### config.mk
export PLATFORM = sky130hd
export DESIGN_NAME = nco_bank
export DESIGN_NICKNAME = d
export VERILOG_FILES = /design/src/rtl/nco_bank.sv
export SDC_FILE = /design/constraint.sdc
export NUM_CORES = 1
export LEC_CHECK = 0
export CAP_MARGIN = 30
export CORE_MARGIN = 1.5
export CORE_UTILIZATION = 30
export DETAILED_ROUTE_END_ITERATION = 12
export PLACE_DENSITY_LB_ADDON = 0.3
export SETUP_SLACK_MARGIN = 0.3
export SYNTH_ARGS = -nofsm -noshare
export SYNTH_HDL_FRONTEND = slang
export SYNTH_SLANG_ARGS = --single-unit
### constraint.sdc
create_clock -name clk -period 5.5 [get_ports clk]
set_clock_uncertainty 0.1 [all_clocks]
set_input_delay 0.825 -clock clk [delete_from_list [all_inputs] [get_ports clk]]
set_output_delay 0.825 -clock clk [all_outputs]
set_load 0.03 [all_outputs]
### src/rtl/nco_bank.sv
// Bank of NCH numerically controlled oscillators sharing one phase-accumulator adder.
// Channels are serviced round-robin; the output is a tagged, time-multiplexed phase stream.
module nco_bank #(
   parameter int NCH     = 4,
   parameter int ACC_W   = 16,
   parameter int PHASE_W = 8,
   parameter int CH_W    = (NCH > 1) ? $clog2(NCH) : 1
) (
   input  logic               clk,
   input  logic               reset,
   input  logic               sync,
   input  logic [NCH-1:0]     ch_en,
   input  logic               cfg_we,
   input  logic               cfg_sel,
   input  logic [CH_W-1:0]    cfg_addr,
   input  logic [ACC_W-1:0]   cfg_data,
   output logic [PHASE_W-1:0] phase_out,
   output logic [CH_W-1:0]    ch_out,
   output logic               valid,
   output logic               wrap
);

   logic [ACC_W-1:0] acc [NCH];
   logic [ACC_W-1:0] fcw [NCH];
   logic [ACC_W-1:0] off [NCH];
   logic [CH_W-1:0]  slot;

   logic [ACC_W-1:0] cur_acc;
   logic [ACC_W-1:0] cur_fcw;
   logic [ACC_W-1:0] cur_off;
   logic             cur_en;
   logic [ACC_W:0]   next_sum;
   logic [ACC_W-1:0] offset_sum;

   // Channel select mux feeding the single shared adder; decoding the slot
   // against each channel keeps out-of-range slot values harmless for any NCH.
   always_comb begin
      // NOTE: combinational blocks use blocking '=' and assign every output a
      // default first, so no path leaves a value held and no latch is inferred.
      cur_acc = '0;
      cur_fcw = '0;
      cur_off = '0;
      cur_en  = 1'b0;
      for (int k = 0; k < NCH; k++) begin
         if (slot == CH_W'(k)) begin
            cur_acc = acc[k];
            cur_fcw = fcw[k];
            cur_off = off[k];
            cur_en  = ch_en[k];
         end
      end
      next_sum   = {1'b0, cur_acc} + {1'b0, cur_fcw};
      offset_sum = cur_acc + cur_off;
   end

   // Config registers read the pre-write value during a same-cycle service,
   // so a collision naturally applies from the next service of that channel.
   always_ff @(posedge clk or negedge reset) begin
      if (!reset) begin
         // NOTE: these per-channel arrays are small register files that must
         // read as zero after reset, so every entry is reset explicitly.
         for (int k = 0; k < NCH; k++) begin
            fcw[k] <= '0;
            off[k] <= '0;
         end
      end else if (cfg_we) begin
         for (int k = 0; k < NCH; k++) begin
            if (cfg_addr == CH_W'(k)) begin
               if (cfg_sel) off[k] <= cfg_data;
               else         fcw[k] <= cfg_data;
            end
         end
      end
   end

   always_ff @(posedge clk or negedge reset) begin
      if (!reset) begin
         for (int k = 0; k < NCH; k++) acc[k] <= '0;
      end else if (sync) begin
         for (int k = 0; k < NCH; k++) acc[k] <= '0;
      end else begin
         for (int k = 0; k < NCH; k++) begin
            if (slot == CH_W'(k) && ch_en[k]) acc[k] <= next_sum[ACC_W-1:0];
         end
      end
   end

   // Slot sequencing and registered outputs; sync restarts at channel 0 and
   // leaves phase_out/ch_out holding their last values.
   always_ff @(posedge clk or negedge reset) begin
      if (!reset) begin
         // NOTE: sequential state uses non-blocking '<=' so every register
         // samples pre-edge values regardless of statement order.
         slot      <= '0;
         phase_out <= '0;
         ch_out    <= '0;
         valid     <= 1'b0;
         wrap      <= 1'b0;
      end else if (sync) begin
         slot  <= '0;
         valid <= 1'b0;
         wrap  <= 1'b0;
      end else begin
         slot      <= (slot == CH_W'(NCH - 1)) ? '0 : slot + CH_W'(1);
         phase_out <= offset_sum[ACC_W-1 -: PHASE_W];
         ch_out    <= slot;
         valid     <= cur_en;
         wrap      <= cur_en & next_sum[ACC_W];
      end
   end

endmodule

Word level (Yosys, flattened, before mapping)

Index checks and enable logic that the tools add are counted.

Register bits after elaboration: 206
Bits in latches: 0
RAM bits: 0
Bits in read-only memories: 0
Input bits: 27
Logic and storage cells: 71
Memories: 0

$add $sub $neg: 3
$mul: 0
Div/mod/pow operators: 0
$lt $le $gt $ge: 0
Equal/unequal tests: 6
Shifts and indexed selects: 0
Multiplexer cells: 25
Bitwise logic cells: 2
Reductions and logical operators: 18

Operator list:

| cell                  | number |
|---|---|
| $mux W16              | 16 |
| $mux W64              | 1 |
| $reduce_and A3 Y1     | 8 |
| $add A16 B16 Y17      | 1 |
| $add A16 B16 Y16      | 1 |
| $eq A2 B2 Y1 const B  | 4 |
| $reduce_bool A2 Y1    | 4 |
| $mux W1               | 6 |
| $eq A2 B1 Y1 const B  | 2 |
| $logic_and A1 B1 Y1   | 4 |
| $logic_not A2 Y1      | 2 |
| $mux W2               | 2 |
| $add A2 B1 Y2 const B | 1 |
| $and A1 B1 Y1         | 1 |
| $not A1 Y1            | 1 |

Longest topological paths before layout

Gate-level depths: netlist (run 1).

Depth after elaboration: 8
Depth in mapped cells: 20

Least setup slack after synthesis (run 1)

OpenSTA, ideal clock, no wires.

Path type: register -> register
Start: reg slot[1]
End: reg acc[61] (netlist bit)
Setup time: 0.078 ns
Arrival time: 3.801 ns
Path slack: 1.521 ns
Cell stages (with the launch flop): 19
Buffers on the path: 3
Clock period less this slack: 3.979 ns
Cells stage by stage: dfrtp_1 > inv_1 > ha_1 > buf_6 > clkbuf_1 > clkbuf_1 > a22oi_1 > nor2_1 > a21oi_1 > o21ai_0 > ha_1 > a21o_1 > a21oi_1 > o21a_1 > o211ai_1 > a2111oi_2 > nor3b_1 > or3_1 > a21oi_1

Longest elaborated chain between the ends: 8

RTL lines:

| item                           | line   | text |
|---|---|---|
| start: declaration             | 26     | `logic [CH_W-1:0] slot;` |
| start signal: assignment       | 104    | `slot <= (slot == CH_W'(NCH - 1)) ? '0 : slot + CH_W'(1);` |
| $logic_not A2 Y1               | 45, 83 |  |
| $mux W16 (4 in series)         | 45     | `if (slot == CH_W'(k)) begin` |
| $add A16 B16 Y17               | 52     | `next_sum = {1'b0, cur_acc} + {1'b0, cur_fcw};` |
| $mux W16                       | 83     | `if (slot == CH_W'(k) && ch_en[k]) acc[k] <= next_sum[ACC_W-1:0];` |
| $mux W64                       | 79     | `end else if (sync) begin` |
| end signal: indexed assignment | 83     |  |
| end: declaration               | 23     | `logic [ACC_W-1:0] acc [NCH];` |

Parallel ways exist; a longest one is shown, timed or not. The select of a mux whose other input is x is not followed.
A chain may end at the register's enable or synchronous reset.

Worst setup path in the final report (run 1)

Start: reg slot[0]
End: reg acc[13] (netlist bit)

Longest elaborated chain between the ends: 8

RTL lines:

| item                   | line |
|---|---|
| $logic_not A2 Y1       | 45 |
| $mux W16 (4 in series) | 45 |
| $add A16 B16 Y17       | 52 |
| $mux W16               | 83 |
| $mux W64               | 79 |

Parallel ways exist; a longest one is shown, timed or not. The select of a mux whose other input is x is not followed.

==> results of run 1 <==
-- worst min path at each step --
stage,to,slack (ps)
2_1_floorplan,acc[19],350
6_report,acc[50],210
4_1_cts,acc[50],240
5_1_grt,acc[50],260
3_3_place_gp,acc[4],360
3_5_place_dp,acc[4],370
-- kinds of logic (layout without fill, tap and decap cells) --
family,after synthesis,count (layout),share of synthesized area
and+or+nand+nor,283,283,0.116
AOI/OAI and AO/OA,278,278,0.162
DFF,206,206,0.497
muxes,129,129,0.140
buffers and inverters,69,111,0.0267
adders and majority gates,35,35,0.0429
xor gates and xnor gates,19,19,0.0160
-- flip-flops by register name (all words and copies together) (netlist names) --
signal     cells
fcw           64
valid          1
phase_out      8
slot           2
ch_out         2
acc           64
off           64
wrap           1
-- through the flow --
| stage | hold WS, ps | area (µm²) | cells | utilization |
|---|---|---|---|---|
| 2_1_floorplan | 350 | 10400 | 1019 | - |
| 3_3_place_gp | 362 | 11300 | 1465 | 0.334 |
| 3_5_place_dp | 373 | 11300 | 1465 | 0.334 |
| 4_1_cts | 240 | 12100 | 1509 | 0.359 |
| 5_1_grt | 262 | 12100 | 1509 | 0.359 |
| 6_report | 215 | 12100 | 1509 | 0.359 |
-- per-layer routing --
metal / part of all wire / routed length [µm] / track usage / vias up
met5: 0.00085 / 24 / 0 / -
met4: 0.014 / 409 / 0.0317 / 4
li1: - / - / - / 3673
met2: 0.45 / 12800 / 0.255 / 178
met1: 0.48 / 13800 / 0.239 / 3907
met3: 0.050 / 1430 / 0.0208 / 30
-- cell type report --
type,count,area [µm²]
multi-input cells,744,4980
clock buffers,35,712
clock inverters,9,109
fillers,3387,21700
flip-flops and latches,206,5150
well taps,448,561
inverters,7,26.3
repair buffers,60,569
-- synthesized netlist by cell type, types with 3 or more instances --
master,instances
buf_1,7
a21oi_1,94
or3_1,6
nor3b_1,4
nand4b_1,3
nand3_1,13
o21a_1,5
nor2b_1,3
a22oi_1,46
a211oi_1,14
dfrtp_1,206
and2_1,3
and2_0,4
xnor2_1,12
inv_1,7
nand2_1,140
o21ai_0,80
nor2_1,88
a21o_1,13
ha_1,34
xor2_1,7
nor3_1,5
mux2_2,129
o21bai_1,3
and3_1,4
a31oi_1,6
clkbuf_1,51
-- where the power goes --
group / total [mW] / switching (mW) / internal [mW]
sequential: 1.94 / 0.146 / 1.80
clock: 1.63 / 0.642 / 0.991
combinational: 1.23 / 0.725 / 0.506
total: 4.81 / 1.51 / 3.29
-- worst max-delay path, cell delays in order (launching register included) --
cell       delay (ps)
dfrtp_1           410
inv_1             140
ha_1              230
nor2b_4           590
buf_4             370
a22oi_1           100
nor2_1            100
a21oi_1            50
o21ai_0           260
ha_1              340
and2_1            200
or2_1             210
a21oi_1           180
o211ai_1          200
a2111oi_2         400
nor3b_1           140
or3_1             360
a21oi_1           120
-- cell usage in the layout, fill, tap and decap left out, types with 6 or more instances in the layout --
cell type	count
dfrtp_1	206
nand2_1	140
mux2_2	129
a21oi_1	94
nor2_1	88
o21ai_0	80
a22oi_1	46
clkdlybuf4s50_1	36
ha_1	31
clkbuf_16	24
buf_4	20
a211oi_1	14
nand3_1	13
a21o_1	13
xnor2_1	12
clkbuf_8	8
inv_1	7
xor2_1	7
a31oi_1	6
or3_1	6
==> results.py, run 1 <==
metrics = {
    "run_status": {
        "outcome": "complete, no violations",
    },
    "placement": {
        "place_ws_ps": 962,
        "place_congestion": 0.886,
        "portBuffers": 38,
        "dp_hpwl_um": 18700,
    },
    "cells_and_area": {
        "antenna_cells": 0,
        "syn2layout_area_growth_pct": 16.8,
        "drive_gt1_frac": 0.197,
        "nNetsFinal": 1105,
    },
    "critical_path": {
        "r2r-end": "acc[13]",
        "end_kind": "flop",
        "crit_start": "slot[0]",
        "crit_type": "flop to flop",
        "cp-endpoint": "acc[13]",
        "reg2reg_depth": 17,
        "reg2reg_slack_ps": 900,
        "crit_path_max_fanout": 19,
        "cp.arrival_ps": 4950,
        "critPathLaunchType": "flop",
        "cp.required_ps": 5840,
        "timing.rr.start": "slot[0]",
    },
    "global_route": {
        "grt_pass1_wl_um": 45500,
        "antenna_found_initial": 3,
        "grt_max_degree": 136,
        "grt_pass1_vias": 7788,
        "overflow": 0,
        "track_usage": 0.162,
    },
    "clocking": {
        "cts_tree": "yes",
        "cts.clk_slew.worst_paths_ps": 60,
        "numCtsBuffers": 24,
        "cts_htree_levels": 1,
        "worstSkewPairLatency_ps": 520,
        "cts.sinks": 206,
        "hold_buffers": 0,
        "root_buffer": "clkbuf_16",
        "cts_resized": 0,
        "post_cts.repair.setup_buffers": 0,
        "clockBufferDepth": 3,
    },
    "die": {
        "die-height_um": 189,
        "die-area_mm2": 0.0357,
        "io_pins": 39,
        "core-area_mm2": 0.0338,
        "dieWidth_um": 189,
        "start_util": 0.307,
        "rows": 67,
    },
    "yosys": {
        "syn_nets": 1081,
        "yosys-top-cells-area": "dfrtp_1, mux2_2, nand2_1",
        "synth.cell_area_mm2": 0.0104,
        "ys.flop_type": "dfrtp_1",
        "synth_cell_types": 54,
        "synth_top_area_frac": 0.497,
        "avgSynthCellArea_um2": 10.2,
        "ys_async_sr_fraction": 1.00,
        "synth_top_area_cell": "dfrtp_1",
        "synthCells": 1019,
        "synth_edf_count": 0,
        "ys_ff_latch": 206,
        "seq_area_frac_synth": 0.497,
        "ys.warnings.count": 0,
    },
    "sta": {
        "period_needed_ps": 4600,
        "max-slew-margin-rel": 0.366,
        "fin_ws_ps": 896,
        "setup_viol": 0,
        "setup_tns_ps": 0,
        "drv_slew": 0,
        "worst_slew_pin_slew_ps": 951,
        "fin_crit_sh": 0.837,
        "final_hold_viol_count": 0,
        "rsz0062_at_grt": "no",
        "clock.fmax_mhz": 217,
    },
    "detailed_routing": {
        "routed_wl_um": 28400,
        "wl_per_cell_um": 18.8,
        "antenna_left": 0,
        "vias_per_cell": 5.16,
        "drt_first_pass_iters": 5,
        "drc": 0,
        "vias": 7792,
        "drt_iter0_markers": 622,
    },
    "flow_run": {
        "drv_cap": 0,
    },
    "pwr": {
        "powerDensity_mw_per_mm2": 397,
        "p_leak_nw": 5.14,
        "max-vdd-ir-drop_mv": 0.212,
        "finalPower_mw": 4.81,
    },
    "min_path": {
        "hold_path.class": "input pin to async pin",
    },
}
Note: power is estimated with default switching activity, not from simulation.
==> run 2, diff against run 1 <==
- clock period: 5.5 -> 4.5 ns (I/O delays scaled with it)
==> results.py, run 2 (synthesis gave the netlist of run 1 again) <==
metrics = {
    "cells_and_area": {
        "nNetsFinal": 1136,
        "drive_gt1_frac": 0.229,
        "regArea_mm2": 0.00516,
        "multi_input_area_mm2": 0.00507,
        "top_regs": "acc: 64 flops, fcw: 64 flops, off: 64 flops",
        "fillCellCount": 3344,
        "layout_commonest_cell": "dfrtp_1",
        "syn2layout_area_growth_pct": 19.8,
        "antenna_cells": 0,
        "final_cell_mix": "dfrtp_1, nand2_1, mux2_2, a21oi_1, nor2_1",
    },
    "min_path": {
        "hold_path.class": "input pin to async pin",
    },
    "pwr": {
        "p_seq_frac": 0.409,
        "p_leak_nw": 5.29,
        "max-vdd-ir-drop_mv": 0.267,
        "swShare": 0.320,
        "powerDensity_mw_per_mm2": 468,
        "power_frac_comb": 0.279,
        "clockPowerShare": 0.312,
        "intPower_mw": 3.96,
        "p_sw_mw": 1.86,
    },
    "sta": {
        "worst_slew_pin_slew_ps": 971,
        "period_needed_ps": 3980,
        "fin_crit_sh": 0.884,
        "setup_viol": 0,
        "clock.fmax_mhz": 251,
        "final_hold_viol_count": 0,
        "hold-worst-slack_ps": 25.0,
        "max-slew-margin-rel": 0.352,
        "drv_slew": 0,
        "rsz0062_at_grt": "no",
        "fin_ws_ps": 523,
        "setup_tns_ps": 0,
    },
    "clocking": {
        "cts_htree_levels": 1,
        "worstSkewPairLatency_ps": 530,
        "clockBufferDepth": 3,
        "cts.sinks": 206,
        "hold_buffers": 0,
        "cts_tree": "yes",
        "numCtsBuffers": 24,
        "root_buffer": "clkbuf_16",
        "cts.clk_slew.worst_paths_ps": 50,
    },
    "placement": {
        "dp_hpwl_um": 18900,
        "portBuffers": 38,
        "place_ws_ps": 119,
        "place_congestion": 0.836,
    },
    "global_route": {
        "overflow": 0,
        "grt_pass1_vias": 7865,
        "grt_pass1_wl_um": 45900,
        "antenna_found_initial": 0,
        "grt_max_degree": 115,
        "track_usage": 0.162,
    },
    "die": {
        "die-area_mm2": 0.0357,
        "die-height_um": 189,
        "start_util": 0.307,
        "dieWidth_um": 189,
        "io_pins": 39,
        "rows": 67,
        "core-area_mm2": 0.0338,
    },
    "detailed_routing": {
        "drt_iter0_markers": 580,
        "routed_wl_um": 29200,
        "drc": 0,
        "wl_per_cell_um": 19.0,
        "vias": 7884,
        "vias_per_cell": 5.14,
        "drt_first_pass_iters": 5,
        "antenna_left": 0,
    },
    "critical_path": {
        "crit_path_max_fanout": 16,
        "cp_cell_sequence": "inv_2 -> ha_2 -> nor2b_4 -> buf_4 -> buf_12 -> buf_6 -> a22oi_1 -> nor2_1 -> a21oi_1 -> o21ai_0 -> ha_1 -> and3_1 -> and3_1 -> a31oi_1 -> a31o_1 -> o31a_1 -> or4_1 -> nand3_1",
        "cp.required_ps": 4840,
        "path_delay_family": "simple AND/OR/NAND/NOR gates",
        "cp.arrival_ps": 4320,
        "crit_top_cell": "and3_1",
        "max_stage_delay_ps": 470,
        "cp_slowest_cell": "or4_1",
        "critPathLaunchType": "flop",
        "crit_buf_inv": 4,
        "crit_type": "flop to flop",
        "end_kind": "flop",
    },
    "flow_run": {
        "drv_cap": 0,
    },
    "run_status": {
        "outcome": "complete, no violations",
    },
}
[run 2: cell type report]
class                      count  share of cell area
timing repair buffer          91              0.0719
tap                          448              0.0451
multi-input combinational    744               0.408
sequential                   206               0.415
clock buffer                  32              0.0524
inverter                       7             0.00211
clock inverter                 5             0.00524
[run 2: worst paths after layout]
kind	start	endpoint	slack (ps)	depth (start not counted)
worst max-delay path	slot[0]	phase_out[7]	520	18
worst min-delay path	reset	acc[37]	30	1
worst max register to register	slot[0]	phase_out[7]	520	18
worst min register to register	acc[52]	acc[52]	380	2
max in group asynchronous	reset	fcw[1]	3210	3
min in group clk	acc[52]	acc[52]	380	2
[run 2: per-layer routing]
metal,vias up,share of wire,global-route usage
met2,166,0.44,0.248
met3,32,0.049,0.0280
li1,3727,-,-
met1,3959,0.50,0.240
met5,-,0,0
met4,0,0.014,0.0305
[run 2: worst register-to-register path: stages (launching register included)]
cell and delay (ps):
dfrtp_2 440, inv_2 110, ha_2 200, nor2b_4 200, buf_4 160, buf_12 110
buf_6 180, a22oi_1 100, nor2_1 100, a21oi_1 50, o21ai_0 370, ha_1 220
and3_1 200, and3_1 160, a31oi_1 100, a31o_1 240, o31a_1 330, or4_1 470
nand3_1 80
[run 2: power by group through the flow]
| stage | Clock [mW] | Combinational (mW) | Sequential [mW] |
|---|---|---|---|
| floorplan | 0 | 0.957 | 2.41 |
| global placement | 0 | 1.52 | 2.40 |
| detailed placement | 0 | 1.54 | 2.41 |
| CTS | 1.86 | 1.58 | 2.38 |
| global route | 1.93 | 1.79 | 2.42 |
| finish | 1.82 | 1.62 | 2.38 |
[run 2: metrics by stage]
stage | instances | power, mW | utilization | cell area (µm²)
after CTS | 1527 | 5.81 | 0.363 | 12300
after floorplan | 1019 | 3.37 | - | 10400
after detailed placement | 1484 | 3.95 | 0.339 | 11500
after global routing | 1533 | 6.14 | 0.368 | 12400
after global placement | 1484 | 3.92 | 0.339 | 11500
final | 1533 | 5.82 | 0.368 | 12400
[run 2: what timing repair did]
item / 4_1_cts / 5_1_grt
pin swaps: 0 / 7
endpoints found under the setup margin: 24 / 40
gates resized for setup: 1 / 31
setup buffers: 6 / 4
gates cloned: 0 / 1
